[src/rtl/map_switch_ctrl.sv]
// Mapper-switch sequencer: waits for an idle cart bus, re-selects the mapper under reset, then settles.
// Optional feature: define MAP_SW_WHITELIST_EN to reject requests for unsupported mapper indices.
module map_switch_ctrl #(
   parameter int unsigned RST_CYCLES    = 8,
   parameter int unsigned SETTLE_CYCLES = 4
) (
   input  logic       clk,
   input  logic       rst_n,
   input  logic       req_valid,
   input  logic [7:0] req_idx,
   output logic       req_ready,
   input  logic       bus_idle,
   output logic [7:0] sel_idx,
   output logic       map_rst,
   output logic       busy,
   output logic       done,
   output logic       err
);

   typedef enum logic [1:0] {IDLE, WAIT_IDLE, RESET, SETTLE} state_t;

   localparam logic [7:0] RST_LOAD    = 8'(RST_CYCLES - 1);
   localparam logic [7:0] SETTLE_LOAD = 8'(SETTLE_CYCLES - 1);

   state_t     state;
   logic [7:0] pend_idx;
   logic [7:0] cnt;
   logic       idx_ok;

   assign req_ready = (state == IDLE);

`ifdef MAP_SW_WHITELIST_EN
   function automatic logic idx_allowed(input logic [7:0] idx);
      case (idx)
         8'd0, 8'd56, 8'd103, 8'd132, 8'd134, 8'd136,
         8'd172, 8'd173, 8'd186, 8'd187, 8'd221, 8'd254: return 1'b1;
         default:                                       return 1'b0;
      endcase
   endfunction

   assign idx_ok = idx_allowed(req_idx);
`else
   assign idx_ok = 1'b1;
   assign err    = 1'b0;
`endif

   // NOTE: every state register uses <= so all updates in one edge see the pre-edge values.
   always_ff @(posedge clk or negedge rst_n) begin
      if (!rst_n) begin
         state    <= IDLE;
         sel_idx  <= 8'd0;
         pend_idx <= 8'd0;
         map_rst  <= 1'b1;
         busy     <= 1'b0;
         done     <= 1'b0;
         cnt      <= 8'd0;
`ifdef MAP_SW_WHITELIST_EN
         err      <= 1'b0;
`endif
      end else begin
         done <= 1'b0;
`ifdef MAP_SW_WHITELIST_EN
         err  <= 1'b0;
`endif
         case (state)
            IDLE: begin
               // Also ends the power-on mapper reset on the first edge after release.
               map_rst <= 1'b0;
               if (req_valid && idx_ok) begin
                  pend_idx <= req_idx;
                  busy     <= 1'b1;
                  state    <= WAIT_IDLE;
               end
`ifdef MAP_SW_WHITELIST_EN
               else if (req_valid) begin
                  err <= 1'b1;
               end
`endif
            end
            WAIT_IDLE: begin
               if (bus_idle) begin
                  sel_idx <= pend_idx;
                  map_rst <= 1'b1;
                  cnt     <= RST_LOAD;
                  state   <= RESET;
               end
            end
            RESET: begin
               if (cnt == 8'd0) begin
                  map_rst <= 1'b0;
                  cnt     <= SETTLE_LOAD;
                  state   <= SETTLE;
               end else begin
                  cnt <= cnt - 8'd1;
               end
            end
            SETTLE: begin
               if (cnt == 8'd0) begin
                  done  <= 1'b1;
                  busy  <= 1'b0;
                  state <= IDLE;
               end else begin
                  cnt <= cnt - 8'd1;
               end
            end
            default: state <= IDLE;
         endcase
      end
   end

endmodule

[config.mk]
export PLATFORM = sky130hd
export DESIGN_NAME = map_switch_ctrl
export DESIGN_NICKNAME = d
export VERILOG_FILES = /design/src/rtl/map_switch_ctrl.sv
export SDC_FILE = /design/constraint.sdc
export NUM_CORES = 1
export LEC_CHECK = 0
export BUFFER_PORTS_ARGS = -buffer_cell sky130_fd_sc_hd__buf_2
export CORE_ASPECT_RATIO = 1.5
export CORE_MARGIN = 3
export CORE_UTILIZATION = 27
export CTS_BUF_LIST = sky130_fd_sc_hd__clkbuf_8 sky130_fd_sc_hd__clkbuf_16
export DETAILED_ROUTE_END_ITERATION = 8
export PLACE_DENSITY_LB_ADDON = 0.15
export SLEW_MARGIN = 20
export SYNTH_ARGS = -nofsm -noshare
export SYNTH_HDL_FRONTEND = slang
export SYNTH_SLANG_ARGS = --single-unit
[constraint.sdc]
create_clock -name clk -period 2.5 [get_ports clk]
set_clock_uncertainty 0.15 [all_clocks]
set_input_delay 0.125 -clock clk [delete_from_list [all_inputs] [get_ports clk]]
set_output_delay 0.125 -clock clk [all_outputs]
set_load 0.1 [all_outputs]
==> qor.csv, run 1 <==
metric,value,unit
max_cap_violations,0,
clock.fmax,474,MHz
synth_edf_count,0,
synth_area_leaders,"dfrtp_1 (52%), mux2_2 (14%), ha_1 (5.6%)",
synth_nets,133,
synth_flop_cell,dfrtp_1,
core,0.00465,mm²
top_level_ports,25,
rsz0062_at_grt,no,
synth_xor_area_frac,0,
dp_hpwl,2.11,mm
grt_max_degree,30,
synth_fa_ha_area_frac,0.0558,
design_area,0.00175,mm²
die_w,63.7,µm
insertion_delay,280,ps
status,"finished, final reports clean",
fin_crit,2110,ps
synth_area_per_cell,11.7,µm²
cp_max_fo,5,
drive_gt1_frac,0.342,
start_kind,flop,
avgViaCountPerCell,4.65,
cts_setup_buffers,0,
final_core_util,0.377,
dr.pass1.iters,4,
met1_usage,0.112,
synth_top_family_by_area,multiplexers,
tns,0,ps
drc,0,
die_area,0.00589,mm²
grt_util_met3,0.0303,
cts.path.max_buffers,2,
grt_overflow,0,
grt_usage,0.109,
cts_root_buffer,clkbuf_8,
grt_busiest_layer,met2,
yosysMostFrequentCell,dfrtp_1,
drtAntennaViolNets,0,
synth_area,0.00135,mm²
place_area,0.00154,mm²
yosys_warnings,0,
worst-slew-pin-transition,657,ps
synth_compound_area_frac,0.0892,
rows,30,
crit_arrival,2110,ps
syn_to_final_growth,30.2,%
ys_top_cells_by_count,"dfrtp_1 (28), mux2_2 (17), a21oi_1 (9)",
wl_per_cell,12.9,µm
insertedDiodeCount,0,
ff2ff_setup_slack,390,ps
clkTransAtPathRegs,60,ps
io_buffers,23,
start_util,0.289,
postRouteWirelength,2.83,mm
die_y,92.5,µm
initialDrtViolationCount,5,
vias,1018,
hold_class,in -> reg,
cts_buffers,5,
post_cts_resized,0,
synth-simple-area-share,0.138,
final_max_slew_viol_count,0,
synth_area_leader_cell,dfrtp_1,
cts.sinks,29,
synth_seq_area_share,0.540,
grt_pass1_wl,5.02,mm
relSlewSlack,0.562,
path_class,reg -> reg,
htreeDepth,2,
cp-end-kind,flop,
synth-seq-cells,29,
required,2500,ps
yosysUniqueCellTypes,33,
yosys.area.top_type_share,0.520,
antenna_found_initial,0,
fin_nets,172,
muxShareOfSynthArea,0.142,
use_met2,0.201,
num-fill-cells,505,
cts_tree,yes,
hold_viol_final,0,
ys_async_sr_fraction,1.00,
synthesis.instances,115,
setup_viol,0,
place_congestion,0.831,
finalCritPeriodShare,0.843,
grt_pass1_vias,1060,
placed cells by master (no fill, tap or decap), drive strengths merged, types with 2 or more instances in the layout:
| master | n |
|---|---|
| a21oi | 9 |
| buf | 24 |
| clkbuf | 6 |
| dfrtp | 28 |
| dlygate4sd3 | 10 |
| ha | 6 |
| inv | 9 |
| mux2 | 17 |
| nand2 | 4 |
| nand3 | 3 |
| nor2 | 5 |
| nor3 | 2 |
| nor3b | 2 |
| o21ai | 6 |
| or3 | 5 |
| or4 | 2 |
path summary, 6_finish.rpt:
check,startpoint,to,depth (start not counted)
max,cnt[0],cnt[4],6
min,req_valid,busy,3
max reg2reg,cnt[0],cnt[4],6
min reg2reg,map_rst,map_rst,2
max in group asynchronous,rst_n,busy,2
min in group asynchronous,rst_n,done,2
cells by family after synthesis:
family | count (synthesis)
AO/OA/AOI/OAI | 21
adder cells (fa/ha/maj) | 6
buffers and inverters | 10
flip-flops | 29
multiplexers | 17
other | 1
AND/OR/NAND/NOR | 31
worst max-delay path, stage by stage, from the launching register on:
cell and delay, ps:
dfrtp_1 390, inv_1 110, ha_1 140, or3b_2 470, o21ai_0 260, nor3b_2 380
a21oi_1 80
layer usage:
layer  vias up  part of all wire
met5         -                 0
met4         0             0.019
met3         7             0.039
met2        24              0.55
met1       501              0.39
li1        486                 -
cell type report:
cell class              count  area [µm²]  share of cell area
clock buffers               6        82.6              0.0471
multi-input cells          76         577               0.329
well taps                  64        80.1              0.0457
clock inverters             2        33.8              0.0193
flip-flops and latches     29         727               0.415
inverters                   8        30.0              0.0171
repair buffers             34         223               0.127
timing repair:
action,in CTS,in global routing
hold buffers,10,0
hold endpoints to repair,37,0
setup endpoints to repair,0,0
stage by stage:
| step | cells | worst slack [ps] | hold slack, ps |
|---|---|---|---|
| 2_1_floorplan | 115 | 95.6 | -321 |
| 3_3_place_gp | 201 | 398 | 45.1 |
| 3_5_place_dp | 201 | 362 | 56.9 |
| 4_1_cts | 219 | 369 | 24.9 |
| 5_1_grt | 219 | 195 | 72.5 |
| 6_report | 219 | 391 | 28.9 |
registers in the layout, summed over array words and instances, names as in the netlist:
| name | count |
|---|---|
| busy | 1 |
| cnt | 8 |
| done | 1 |
| map_rst | 1 |
| pend_idx | 8 |
| sel_idx | 8 |
| state | 2 |
Power of run 1 is left out: the tool's default activity adds up to more than one toggle a clock period on the data nets, which glitch-free logic cannot reach.
==> run 2, diff against run 1 <==
clock period = 2.2 ns   (was 2.5 ns; I/O delays follow)
==> qor.csv, run 2 (synthesis results as in run 1) <==
metric,value,unit,change
grt_pass1_wl,4.76,mm,was 5.02 mm
grt_pass1_vias,1026,,was 1060
layout.cells.non_filler,220,,was 219
status,"finished, final reports clean",,unchanged
path_cells,inv_1 > ha_1 > or3b_2 > or2_2 > a211oi_2 > a21oi_1,,was inv_1 > ha_1 > or3b_2 > o21ai_0 > nor3b_2 > a21oi_1
ff2ff_setup_slack,130,ps,was 390 ps
vias,1016,,was 1018
dp_hpwl,2.18,mm,was 2.11 mm
insertion_delay,270,ps,was 280 ps
cts.path.max_buffers,2,,unchanged
cp_slowest_stage_delay,500,ps,was 470 ps
drtAntennaViolNets,0,,unchanged
final_common_cell,dfrtp_1,,unchanged
finalCritPeriodShare,0.940,,was 0.843
syn_to_final_growth,32.0,%,was 30.2%
die_area,0.00589,mm²,unchanged
hold_depth,3,,unchanged
cp_max_fo,4,,was 5
drc,0,,unchanged
relSlewSlack,0.576,,was 0.562
reg_top3,"cnt x8, pend_idx x8, sel_idx x8",,unchanged
top_level_ports,25,,unchanged
cts_setup_buffers,0,,unchanged
start_util,0.289,,unchanged
cts.sinks,29,,unchanged
rsz0062_at_grt,no,,unchanged
postRouteWirelength,2.86,mm,was 2.83 mm
cts_tree,yes,,unchanged
place_ws,94.6,ps,was 362 ps
insertedDiodeCount,0,,unchanged
max_cap_violations,0,,unchanged
hold_class,in -> reg,,unchanged
hold_viol_final,0,,unchanged
wl_per_cell,13.0,µm,was 12.9 µm
grt_overflow,0,,unchanged
avgViaCountPerCell,4.62,,was 4.65
slowest_stage,or3b_2,,unchanged
initialDrtViolationCount,13,,was 5
setup_viol,0,,unchanged
rr_endpoint,state[0],,was cnt[4]
start_kind,flop,,unchanged
clkTransAtPathRegs,60,ps,about the same
io_buffers,23,,unchanged
cp-end-kind,flop,,unchanged
final_max_slew_viol_count,0,,unchanged
grt_max_degree,30,,unchanged
antenna_found_initial,0,,unchanged
drive_gt1_frac,0.365,,was 0.342
clock.fmax,483,MHz,was 474 MHz
min_to,busy,,unchanged
worst-slew-pin-transition,637,ps,was 657 ps
fin_nets,173,,was 172
worst_hold_slack,31.6,ps,was 28.9 ps
htreeDepth,2,,unchanged
r2r_start,cnt[0],,unchanged
dr.pass1.iters,3,,was 4
hold_path.startpoint,req_valid,,unchanged
path_class,reg -> reg,,unchanged
r2r_cells,6,,unchanged
fin_crit,2070,ps,was 2110 ps
final_cell_mix,"dfrtp_1 (28), buf_2 (23), mux2_2 (17)",,unchanged
tns,0,ps,unchanged
rows,30,,unchanged
num-fill-cells,500,,was 505
grt_usage,0.105,,was 0.109
cts_root_buffer,clkbuf_8,,unchanged
cts_buffers,5,,unchanged
crit_arrival,2070,ps,was 2110 ps
place_congestion,0.776,,was 0.831
die_w,63.7,µm,unchanged
core,0.00465,mm²,unchanged
die_y,92.5,µm,unchanged
placed_cells,202,,was 201
fin_ws,132,ps,was 391 ps
required,2200,ps,was 2500 ps
==> run 2: changes by cell type in the layout (fill, tap and decap cells not counted), sizes merged <==
cell | before | now
buf | 24 | 25
==> run 2: metrics by stage <==
step                      utilization  area [µm²]
final                           0.382        1780
after global routing            0.382        1780
after CTS                       0.379        1760
after detailed placement        0.332        1550
after global placement          0.332        1550
after floorplan                     -        1350
==> run 2: what timing repair did <==
| action | CTS | global route |
|---|---|---|
| hold buffers | 10 | 0 |
| resized for setup | 0 | 4 |
| endpoints found under the setup margin | 0 | 6 |
| hold endpoints to repair | 37 | 0 |
==> run 2: worst max-delay path by stage <==
stage	startpoint	to	slack, ps
2_1_floorplan	state[0]	state[1]	150
3_3_place_gp	cnt[0]	state[1]	140
3_5_place_dp	cnt[0]	state[1]	90
4_1_cts	cnt[0]	state[1]	80
5_1_grt	cnt[0]	state[1]	20
6_report	cnt[0]	state[0]	130
==> run 2: routing by layer <==
metal | wire length, µm | vias to the layer above | global-route usage
met5 | 0 | - | 0
met1 | 1100 | 502 | 0.105
met3 | 114 | 6 | 0.0303
li1 | - | 487 | -
met2 | 1580 | 21 | 0.192
met4 | 64 | 0 | 0.0541
==> run 2: final cells by class <==
| class | count | area [µm²] | area share |
|---|---|---|---|
| repair buffers | 35 | 230 | 0.130 |
| well taps | 64 | 80.1 | 0.0451 |
| clock inverters | 2 | 33.8 | 0.0190 |
| flip-flops and latches | 29 | 727 | 0.409 |
| multi-input cells | 76 | 593 | 0.334 |
| clock buffers | 6 | 82.6 | 0.0465 |
| inverters | 8 | 30.0 | 0.0169 |
==> run 2: critical path: cells and delay by family (launching register included) <==
kind | cells | cell delay [ps]
buffers and inverters | 1 | 120
flip-flops | 1 | 380
AO/OA/AOI/OAI | 2 | 310
AND/OR/NAND/NOR | 2 | 840
adder cells (fa/ha/maj) | 1 | 160
Power of run 2 is left out for the same reason.
==> run 3, diff against run 2 <==
ABC_AREA = 1   (was default)
==> qor.csv, run 3 <==
metric,value,unit,change
seq_area,727,µm²,unchanged
fin_nets,238,,was 173
yosysUniqueCellTypes,29,,was 33
avgViaCountPerCell,4.30,,was 4.62
final_core_util,0.352,,was 0.382
status,"finished, final reports clean",,unchanged
ys_async_sr_fraction,1.00,,unchanged
slowest_stage,dfrtp_1,,was or3b_2
cpMostUsedCell,inv_1,,
io_buffers,23,,unchanged
die_y,99.4,µm,was 92.5 µm
cts_hold_buf,10,,unchanged
yosysMostFrequentCell,nand2_1,,was dfrtp_1
synth_top_family_by_area,simple AND/OR/NAND/NOR gates,,was multiplexers
final_common_cell,nand2_1,,was dfrtp_1
initialDrtViolationCount,40,,was 13
num-fill-cells,619,,was 500
synth_area_leader_cell,dfrtp_1,,unchanged
power_frac_comb,0.562,,
grt_overflow,0,,unchanged
ff2ff_setup_slack,510,ps,was 130 ps
core,0.00553,mm²,was 0.00465 mm²
synth_edf_count,0,,unchanged
rr_endpoint,cnt[0],,was state[0]
grt_usage,0.115,,was 0.105
reg_top3,"cnt x8, pend_idx x8, sel_idx x8",,unchanged
r2r_start,state[1],,was cnt[0]
synth_flop_cell,dfrtp_1,,unchanged
drc,0,,unchanged
finalCritPeriodShare,0.766,,was 0.940
htreeDepth,2,,unchanged
fin_crit,1690,ps,was 2070 ps
grt_pass1_wl,5.96,mm,was 4.76 mm
yosys.area.top_type_share,0.446,,was 0.520
synth_nets,200,,was 133
cp_max_fo,9,,was 4
start_kind,flop,,unchanged
synth_fa_ha_area_frac,0.0478,,was 0.0558
insertion_delay,270,ps,about the same
relSlewSlack,0.564,,was 0.576
place_congestion,0.775,,was 0.776
dp_hpwl,2.51,mm,was 2.18 mm
synth_area_per_cell,8.63,µm²,was 11.7 µm²
cp_slowest_stage_delay,410,ps,was 500 ps
tns,0,ps,unchanged
yosys_warnings,0,,unchanged
p_sw,1510,µW,
crit_family,flip-flops,,was simple AND/OR/NAND/NOR gates
cts.sinks,29,,unchanged
synth-simple-area-share,0.324,,was 0.138
cp-end-kind,flop,,unchanged
rsz0062_at_grt,no,,unchanged
dr.pass1.iters,4,,was 3
fin_ws,515,ps,was 132 ps
crit_buf_inv,4,,was 1
clkTransAtPathRegs,60,ps,about the same
cts_setup_buffers,0,,unchanged
rows,33,,was 30
postRouteWirelength,3.25,mm,was 2.86 mm
seq_power_share,0.294,,
grt_pass1_vias,1373,,was 1026
cts.path.max_buffers,2,,unchanged
startpoint,state[1],,was cnt[0]
crit_arrival,1710,ps,was 2070 ps
grt_max_degree,30,,unchanged
max_cap_violations,0,,unchanged
required,2220,ps,was 2200 ps
post_cts_resized,0,,unchanged
p_leak,0.00102,µW,
top_level_ports,25,,unchanged
synth_xor_area_frac,0.00557,,was 0
drive_gt1_frac,0.299,,was 0.365
syn_to_final_growth,23.9,%,was 32.0%
clockPowerShare,0.144,,
r2r_cells,9,,was 6
vias,1251,,was 1016
final_cell_mix,"nand2_1 (49), dfrtp_1 (28), buf_2 (23)",,"was dfrtp_1 (28), buf_2 (23), mux2_2 (17)"
hold_path.startpoint,bus_idle,,was req_valid
cts_buffers,5,,unchanged
drtAntennaViolNets,0,,unchanged
cts_tree,yes,,unchanged
power_density,1470,mW/mm²,
place_ws,496,ps,was 94.6 ps
synth_area,0.00157,mm²,was 0.00135 mm²
synth_area_leaders,"dfrtp_1 (45%), nand2_1 (12%), ha_1 (4.8%)",,"was dfrtp_1 (52%), mux2_2 (14%), ha_1 (5.6%)"
vdd_drop_max,0.934,mV,
internal_power,1350,µW,
synth_seq_area_share,0.463,,was 0.540
min_to,map_rst,,was busy
synth-seq-cells,29,,unchanged
path_cells,inv_1 > ha_1 > nand2_1 > nand2_2 > clkinv_2 > nand2_4 > inv_2 > o21ai_2 > inv_1,,was inv_1 > ha_1 > or3b_2 > or2_2 > a211oi_2 > a21oi_1
ys_top_cells_by_count,"nand2_1 (49), dfrtp_1 (28), inv_1 (20)",,"was dfrtp_1 (28), mux2_2 (17), a21oi_1 (9)"
insertedDiodeCount,0,,unchanged
die_w,68.3,µm,was 63.7 µm
hold_viol_final,0,,unchanged
muxShareOfSynthArea,0.0430,,was 0.142
wl_per_cell,11.2,µm,was 13.0 µm
p_sw_frac,0.528,,
cts_root_buffer,clkbuf_8,,unchanged
setup_viol,0,,unchanged
antenna_found_initial,0,,unchanged
hold_depth,5,,was 3
path_class,reg -> reg,,unchanged
final_max_slew_viol_count,0,,unchanged
start_util,0.284,,was 0.289
hold_class,in -> reg,,unchanged
worst-slew-pin-transition,654,ps,was 637 ps
multi_input_area,728,µm²,was 593 µm²
synth_compound_area_frac,0.0390,,was 0.0892
die_area,0.00679,mm²,was 0.00589 mm²
synthesis.instances,182,,was 115
clock.fmax,593,MHz,was 483 MHz
## run 3: cell types whose count changed after synthesis, sizes merged, moves of 5 or more
cell	change
mux2	-11
a21oi	-7
nand3	+10
or3	-5
inv	+19
nand2	+52
nor2	+18
## run 3: cell type report
class | instances | area share
clock buffers | 5 | 0.0353
clock inverters | 3 | 0.00707
inverters | 28 | 0.0546
multi-input cells | 123 | 0.374
flip-flops and latches | 29 | 0.373
well taps | 70 | 0.0450
repair buffers | 33 | 0.111
## run 3: cells by family (layout without fill, tap and decap cells)
| group | Yosys count | count (layout) |
|---|---|---|
| buffers and inverters | 30 | 69 |
| adders and majority gates | 6 | 6 |
| muxes | 6 | 6 |
| AOI/OAI and AO/OA | 11 | 11 |
| other | 1 | 1 |
| and+or+nand+nor | 98 | 98 |
| DFF | 29 | 29 |
| xor gates and xnor gates | 1 | 1 |
## run 3: power by group through the flow
stage | registers (µW) | clock network, µW | logic (µW)
6_report | 841 | 412 | 1610
5_1_grt | 872 | 455 | 1770
4_1_cts | 846 | 430 | 1640
3_5_place_dp | 856 | 0 | 1620
3_3_place_gp | 854 | 0 | 1620
2_1_floorplan | 1360 | 0 | 835
## run 3: through the flow
stage,power (µW),cells,hold slack (ps),area (µm²)
finish,2860,291,83.7,1950
global route,3090,291,124,1950
CTS,2910,291,87.2,1950
detailed placement,2470,273,42.8,1760
global placement,2480,273,59.2,1760
floorplan,2190,182,-336,1570
## run 3: worst max-delay path by stage
stage | to | slack [ps] | cells after the start
floorplan | cnt[0] | 300 | 9
global placement | cnt[0] | 500 | 9
detailed placement | cnt[0] | 500 | 8
CTS | cnt[0] | 480 | 8
global route | cnt[4] | 350 | 9
finish | cnt[0] | 510 | 9
## run 3: worst min-delay path, stage by stage
cell	delay, ps
buf_2	100
inv_1	40
nand2_1	100
nand3_2	100
o21ai_1	50
## run 3: routing by layer
layer | GRT usage | vias to the layer above | wire (µm)
met5 | 0 | - | 0
met4 | 0.0413 | 0 | 44
met3 | 0.0316 | 5 | 155
met2 | 0.203 | 29 | 1770
met1 | 0.127 | 582 | 1280
li1 | - | 635 | -
(Power assumes the default switching activity.)
